**config.mk**
```make
export PLATFORM = sky130hd
export DESIGN_NAME = cnn_cell_mac
export DESIGN_NICKNAME = d
export VERILOG_FILES = /design/src/rtl/cnn_cell_mac.sv
export SDC_FILE = /design/constraint.sdc
export NUM_CORES = 1
export LEC_CHECK = 0
export ABC_AREA = 1
export CORE_AREA = 2 2 112 158
export DETAILED_ROUTE_END_ITERATION = 6
export DIE_AREA = 0 0 114 160
export GPL_ROUTABILITY_DRIVEN = 1
export HOLD_SLACK_MARGIN = 0.02
export PLACE_DENSITY = 0.87
export SYNTH_ARGS = -nofsm -noshare
export SYNTH_HDL_FRONTEND = slang
export SYNTH_SLANG_ARGS = --single-unit
```
**constraint.sdc**
```tcl
create_clock -name clk -period 4.5 [get_ports clk]
set_input_delay 0.9 -clock clk [delete_from_list [all_inputs] [get_ports clk]]
set_output_delay 0.9 -clock clk [all_outputs]
set_load 0.01 [all_outputs]
```
**src/rtl/cnn_cell_mac.sv**
```systemverilog
// CNN cell multiply-accumulate: sum of A*Y + B*U over TAPS neighbourhood taps plus bias I.
// Optional output clamping is enabled by defining CNN_MAC_SAT_EN; the default build wraps.
//
// state  | meaning
// IDLE   | waiting for start, bias latched on accept
// ACCUM  | accepting taps until TAPS have been summed
// BIAS   | one cycle: add latched bias, register result
// OUT    | presenting result until out_ready

module cnn_cell_mac #(
    parameter int DATA_W = 8,
    parameter int Y_W    = 9,
    parameter int TAPS   = 9,
    parameter int OUT_W  = 17
) (
    input  logic                     clk,
    input  logic                     rst_n,
    input  logic                     start,
    input  logic signed [DATA_W-1:0] bias,
    input  logic                     tap_valid,
    output logic                     tap_ready,
    input  logic signed [DATA_W-1:0] tap_a,
    input  logic signed [DATA_W-1:0] tap_b,
    input  logic signed [Y_W-1:0]    tap_y,
    input  logic        [DATA_W-1:0] tap_u,
    output logic                     out_valid,
    input  logic                     out_ready,
    output logic signed [OUT_W-1:0]  out_data,
    output logic                     busy,
    output logic                     out_sat
);

    localparam int ACC_W = DATA_W + Y_W + 8;
    localparam int CNT_W = $clog2(TAPS + 1);
    localparam int AY_W  = DATA_W + Y_W;
    localparam int BU_W  = 2 * DATA_W + 1;

    typedef enum logic [1:0] {
        S_IDLE  = 2'd0,
        S_ACCUM = 2'd1,
        S_BIAS  = 2'd2,
        S_OUT   = 2'd3
    } state_t;

    state_t state, state_nx;

    logic signed [ACC_W-1:0]  acc;
    logic        [CNT_W-1:0]  tap_cnt;
    logic signed [DATA_W-1:0] bias_q;
    logic signed [OUT_W-1:0]  out_data_q;
    logic                     out_sat_q;

    logic                     tap_fire;
    logic                     last_tap;
    logic signed [AY_W-1:0]   prod_ay;
    logic signed [DATA_W:0]   u_ext;
    logic signed [BU_W-1:0]   prod_bu;
    logic signed [ACC_W-1:0]  tap_sum;
    logic signed [ACC_W-1:0]  bias_ext;
    logic signed [ACC_W-1:0]  acc_bias;
    logic signed [OUT_W-1:0]  res;
    logic                     res_sat;

    // U is a pixel magnitude: zero-extend so the B*U product stays signed x unsigned.
    assign u_ext    = {1'b0, tap_u};
    assign prod_ay  = tap_a * tap_y;
    assign prod_bu  = tap_b * u_ext;
    assign tap_sum  = {{(ACC_W-AY_W){prod_ay[AY_W-1]}}, prod_ay}
                    + {{(ACC_W-BU_W){prod_bu[BU_W-1]}}, prod_bu};
    assign bias_ext = {{(ACC_W-DATA_W){bias_q[DATA_W-1]}}, bias_q};
    assign acc_bias = acc + bias_ext;

    assign tap_ready = (state == S_ACCUM);
    assign out_valid = (state == S_OUT);
    assign busy      = (state != S_IDLE);
    assign tap_fire  = tap_valid && tap_ready;
    assign last_tap  = (tap_cnt == CNT_W'(TAPS - 1));
    assign out_data  = out_data_q;
    assign out_sat   = out_sat_q;

    generate
        if (OUT_W < ACC_W) begin : g_narrow
`ifdef CNN_MAC_SAT_EN
            logic ovf;
            // Out of range when the bits above the OUT_W sign bit disagree with the MSB.
            assign ovf = (acc_bias[ACC_W-1:OUT_W-1] != {(ACC_W-OUT_W+1){acc_bias[ACC_W-1]}});

            always_comb begin
                res_sat = ovf;
                res     = acc_bias[OUT_W-1:0];
                if (ovf) begin
                    if (acc_bias[ACC_W-1]) res = {1'b1, {(OUT_W-1){1'b0}}};
                    else                   res = {1'b0, {(OUT_W-1){1'b1}}};
                end
            end
`else
            logic unused_acc_hi;
            assign unused_acc_hi = ^acc_bias[ACC_W-1:OUT_W];
            assign res           = acc_bias[OUT_W-1:0];
            assign res_sat       = 1'b0;
`endif
        end else begin : g_wide
            assign res     = OUT_W'(acc_bias);
            assign res_sat = 1'b0;
        end
    endgenerate

    always_comb begin
        state_nx = state;
        case (state)
            S_IDLE:  if (start) state_nx = S_ACCUM;
            S_ACCUM: if (tap_fire && last_tap) state_nx = S_BIAS;
            S_BIAS:  state_nx = S_OUT;
            S_OUT:   if (out_ready) state_nx = S_IDLE;
            default: state_nx = S_IDLE;
        endcase
    end

    always_ff @(posedge clk or negedge rst_n) begin
        if (!rst_n) begin
            state <= S_IDLE;
        end else begin
            state <= state_nx;
        end
    end

    always_ff @(posedge clk or negedge rst_n) begin
        if (!rst_n) begin
            acc        <= '0;
            tap_cnt    <= '0;
            bias_q     <= '0;
            out_data_q <= '0;
            out_sat_q  <= 1'b0;
        end else begin
            case (state)
                S_IDLE: begin
                    if (start) begin
                        acc     <= '0;
                        tap_cnt <= '0;
                        bias_q  <= bias;
                    end
                end
                S_ACCUM: begin
                    if (tap_fire) begin
                        acc     <= acc + tap_sum;
                        tap_cnt <= tap_cnt + 1'b1;
                    end
                end
                S_BIAS: begin
                    acc        <= acc_bias;
                    out_data_q <= res;
                    out_sat_q  <= res_sat;
                end
                default: ;
            endcase
        end
    end

endmodule

```
==> results.sh <==
export IMPL_finalCritPeriodShare=1.29
export IMPL_path_clk_slew_ns=0.06
export IMPL_synthesis_nets=1475
export IMPL_slew_viol_final=0
export IMPL_finalSetupViolCount=13
export IMPL_setup_ws_ns=-1.29
export IMPL_start_util=0.538
export IMPL_synth_seq_area_share=0.132
export IMPL_holdCritPathClass="reg -> reg"
export IMPL_grt_max_degree=49
export IMPL_gp_congestion=0.913
export IMPL_fin_crit_ns=5.79
export IMPL_crit_arrival_ns=6.01
export IMPL_timing_slew_headroom=0.260
export IMPL_avgRoutedWirePerCell_um=17.8
export IMPL_drt_iter0_drc=523
export IMPL_yosys_warnings=0
export IMPL_crit_chain="buf_6 > buf_6 > nand2_1 > inv_2 > fa_1 > inv_1 > fa_1 > fa_1 > inv_2 > fa_1 > fa_1 > inv_2 > fa_1 > inv_2 > ha_4 > a21o_1 > o21bai_4 > a21oi_1 > nand2_1 > a21oi_1 > o21ai_1 > nand2_1 > nand2_1 > nand2_1"
export IMPL_die_area_um2=18200
export IMPL_max_freq_mhz=173
export IMPL_clock_sinks=48
export IMPL_die_height_um=160
export IMPL_synthCells=1182
export IMPL_n_antenna_cell=0
export IMPL_synth_ff_type="dfrtp_1"
export IMPL_drc=0
export IMPL_routed_top_layer="met4"
export IMPL_track_usage=0.289
export IMPL_die_w_um=114
export IMPL_outcome="finished with violations"
export IMPL_rows=57
export IMPL_syn_area_per_cell_um2=7.73
export IMPL_drt_wl_total_mm=27.5
export IMPL_avgViaCountPerCell=5.53
export IMPL_grt_pass1_vias=9127
export IMPL_cts_tree="done"
export IMPL_drt_antenna_violating_nets=0
export IMPL_fin_cells=1545
export IMPL_worst_slew_pin_slew_ns=1.11
export IMPL_dp_cells=1512
export IMPL_worst_endpoint_required_ns=4.73
export IMPL_cp_max_fo=6
export IMPL_synth_seq_cells=48
export IMPL_syn_area_um2=9130
export IMPL_fillers=1181
export IMPL_drt_pass1_iter_count=5
export IMPL_boundaryPins=67
export IMPL_max_stage_delay_ns=0.55
export IMPL_rsz0062_at_grt="true"
export IMPL_vias=8549
export IMPL_crit_buf_inv=7
export IMPL_finClkSkew_ns=0.0116
export IMPL_fin_nets=1631
export IMPL_clk_latency_ns=0.30
export IMPL_port_buffers=65
export IMPL_grt_pass1_wl_mm=41.8
export IMPL_cts_hold_buf=0
export IMPL_cts_root_buf="clkbuf_16"
export IMPL_violations="negative setup slack"
export IMPL_path_delay_family="adder cells"
export IMPL_async_reset_ff_frac=1.00
export IMPL_cts_buffers=5
export IMPL_hold_viol=0
export IMPL_synthDistinctLibCells=40
export IMPL_met3WireLength_mm=1.34
export IMPL_wl_met2_mm=14.6
export IMPL_crit_top_cell="fa_1"
export IMPL_syn2layout_area_growth_pct=28.4
export IMPL_synth_edf_count=0
export IMPL_hpwl_mm=20.3
export IMPL_critical_path_class="in -> reg"
export IMPL_h_tree_depth=2
export IMPL_antenna_found_initial=0
export IMPL_fp_coreArea_um2=17000
export IMPL_grt_ovfl_total=0
export IMPL_cts_buffer_depth=2
export IMPL_drive_above_1_share=0.266
export IMPL_cap_violations=0
export IMPL_startpoint_type="primary input"
export IMPL_worst_setup_path_end_kind="flop"
export IMPL_wl_met1_mm=8.93
export IMPL_slowest_stage="fa_1"
[layout by cell type, fill, tap and decap left out, types with 4 or more instances in the layout]
cell,count
o21ai_2,5
ha_1,92
clkdlybuf4s50_1,31
a21oi_2,6
o21ai_0,24
nand4_1,5
buf_4,104
inv_1,261
dfrtp_1,48
nand3_1,35
a22o_1,5
a21o_1,4
mux2_2,8
nor2_4,4
nand2_4,13
a21oi_1,35
buf_6,32
fa_1,119
inv_2,50
buf_12,4
a21oi_4,7
nand2_2,24
nor2_2,10
o21ai_1,17
buf_8,4
clkbuf_16,5
ha_4,16
nand3_2,7
buf_2,8
nand2_1,259
fa_2,20
clkbuf_2,4
nor2_1,30
or2_2,4
[layer usage]
metal | up-vias | track usage
li1 | 3834 | -
met4 | 0 | 0.180
met1 | 4101 | 0.291
met2 | 423 | 0.558
met5 | - | 0
met3 | 191 | 0.0228
[flip-flops by register name, indices dropped and copies added, names as in the netlist]
name,cells
acc,17
out_data,17
bias_q,8
tap_cnt,4
state,2
[kinds of logic after synthesis]
group,synth area share
buf+inv,0.148
other cells,0.000411
simple gates,0.183
xor+xnor,0.00384
fa+ha+maj,0.453
mux,0.00986
compound gates,0.0712
flops,0.132
[cells in the mapped netlist, types with 7 or more instances]
cell type,instances,area (um^2)
o21ai_1,14,70.1
a21oi_1,44,220
dfrtp_1,48,1200
fa_1,139,2780
clkbuf_1,31,116
nand2_1,296,1110
o21ai_0,32,160
or2_2,7,43.8
inv_1,309,1160
nor2_1,42,158
ha_1,108,1350
nand3_1,37,185
mux2_2,8,90.1
[worst min-delay path, stage by stage, from the launching register on]
cell and delay, ns:
dfrtp_1 0.34, nand2_1 0.05, nand2_1 0.05
[final cells by class]
type	count	area, um^2	area share
clock buffers	5	125	0.0107
clock inverters	3	47.5	0.00406
flip-flops and latches	48	1200	0.102
well taps	206	258	0.0220
multi-input cells	780	7240	0.617
inverters	314	1190	0.102
repair buffers	189	1670	0.142
[final timing paths]
path / from / endpoint / slack (ns) / cells past startpoint
setup reg to reg: acc[10] / acc[11] / -0.43 / 22
min in group asynchronous: rst_n / tap_cnt[0] / 0.81 / 1
hold / removal: out_data[14] / out_data[14] / 0.48 / 2
setup / recovery: tap_a[5] / acc[11] / -1.29 / 24
hold reg to reg: out_data[14] / out_data[14] / 0.48 / 2
max in group asynchronous: rst_n / out_data[8] / 2.99 / 1
[timing repair]
item / in CTS / in global routing
setup endpoints to repair: 14 / 14
pin swaps: 89 / 109
setup buffers: 23 / 14
gates resized for setup: 223 / 154
[through the flow]
stage               cell area, um^2   util  setup TNS (ns)  hold slack [ns]  worst slack, ns
global route                  11700  0.691          -14.87            0.513            -1.40
finish                        11700  0.691          -13.13            0.482            -1.29
floorplan                      9600      -           -9.41            0.483           -0.996
CTS                           11500  0.675          -12.63            0.490            -1.17
detailed placement            10800  0.639          -23.08            0.464            -2.02
global placement              10800  0.639          -21.63            0.465            -1.89
Power is left out: the tool's default activity adds up to more than one toggle a clock period on the data nets, which glitch-free logic cannot reach.
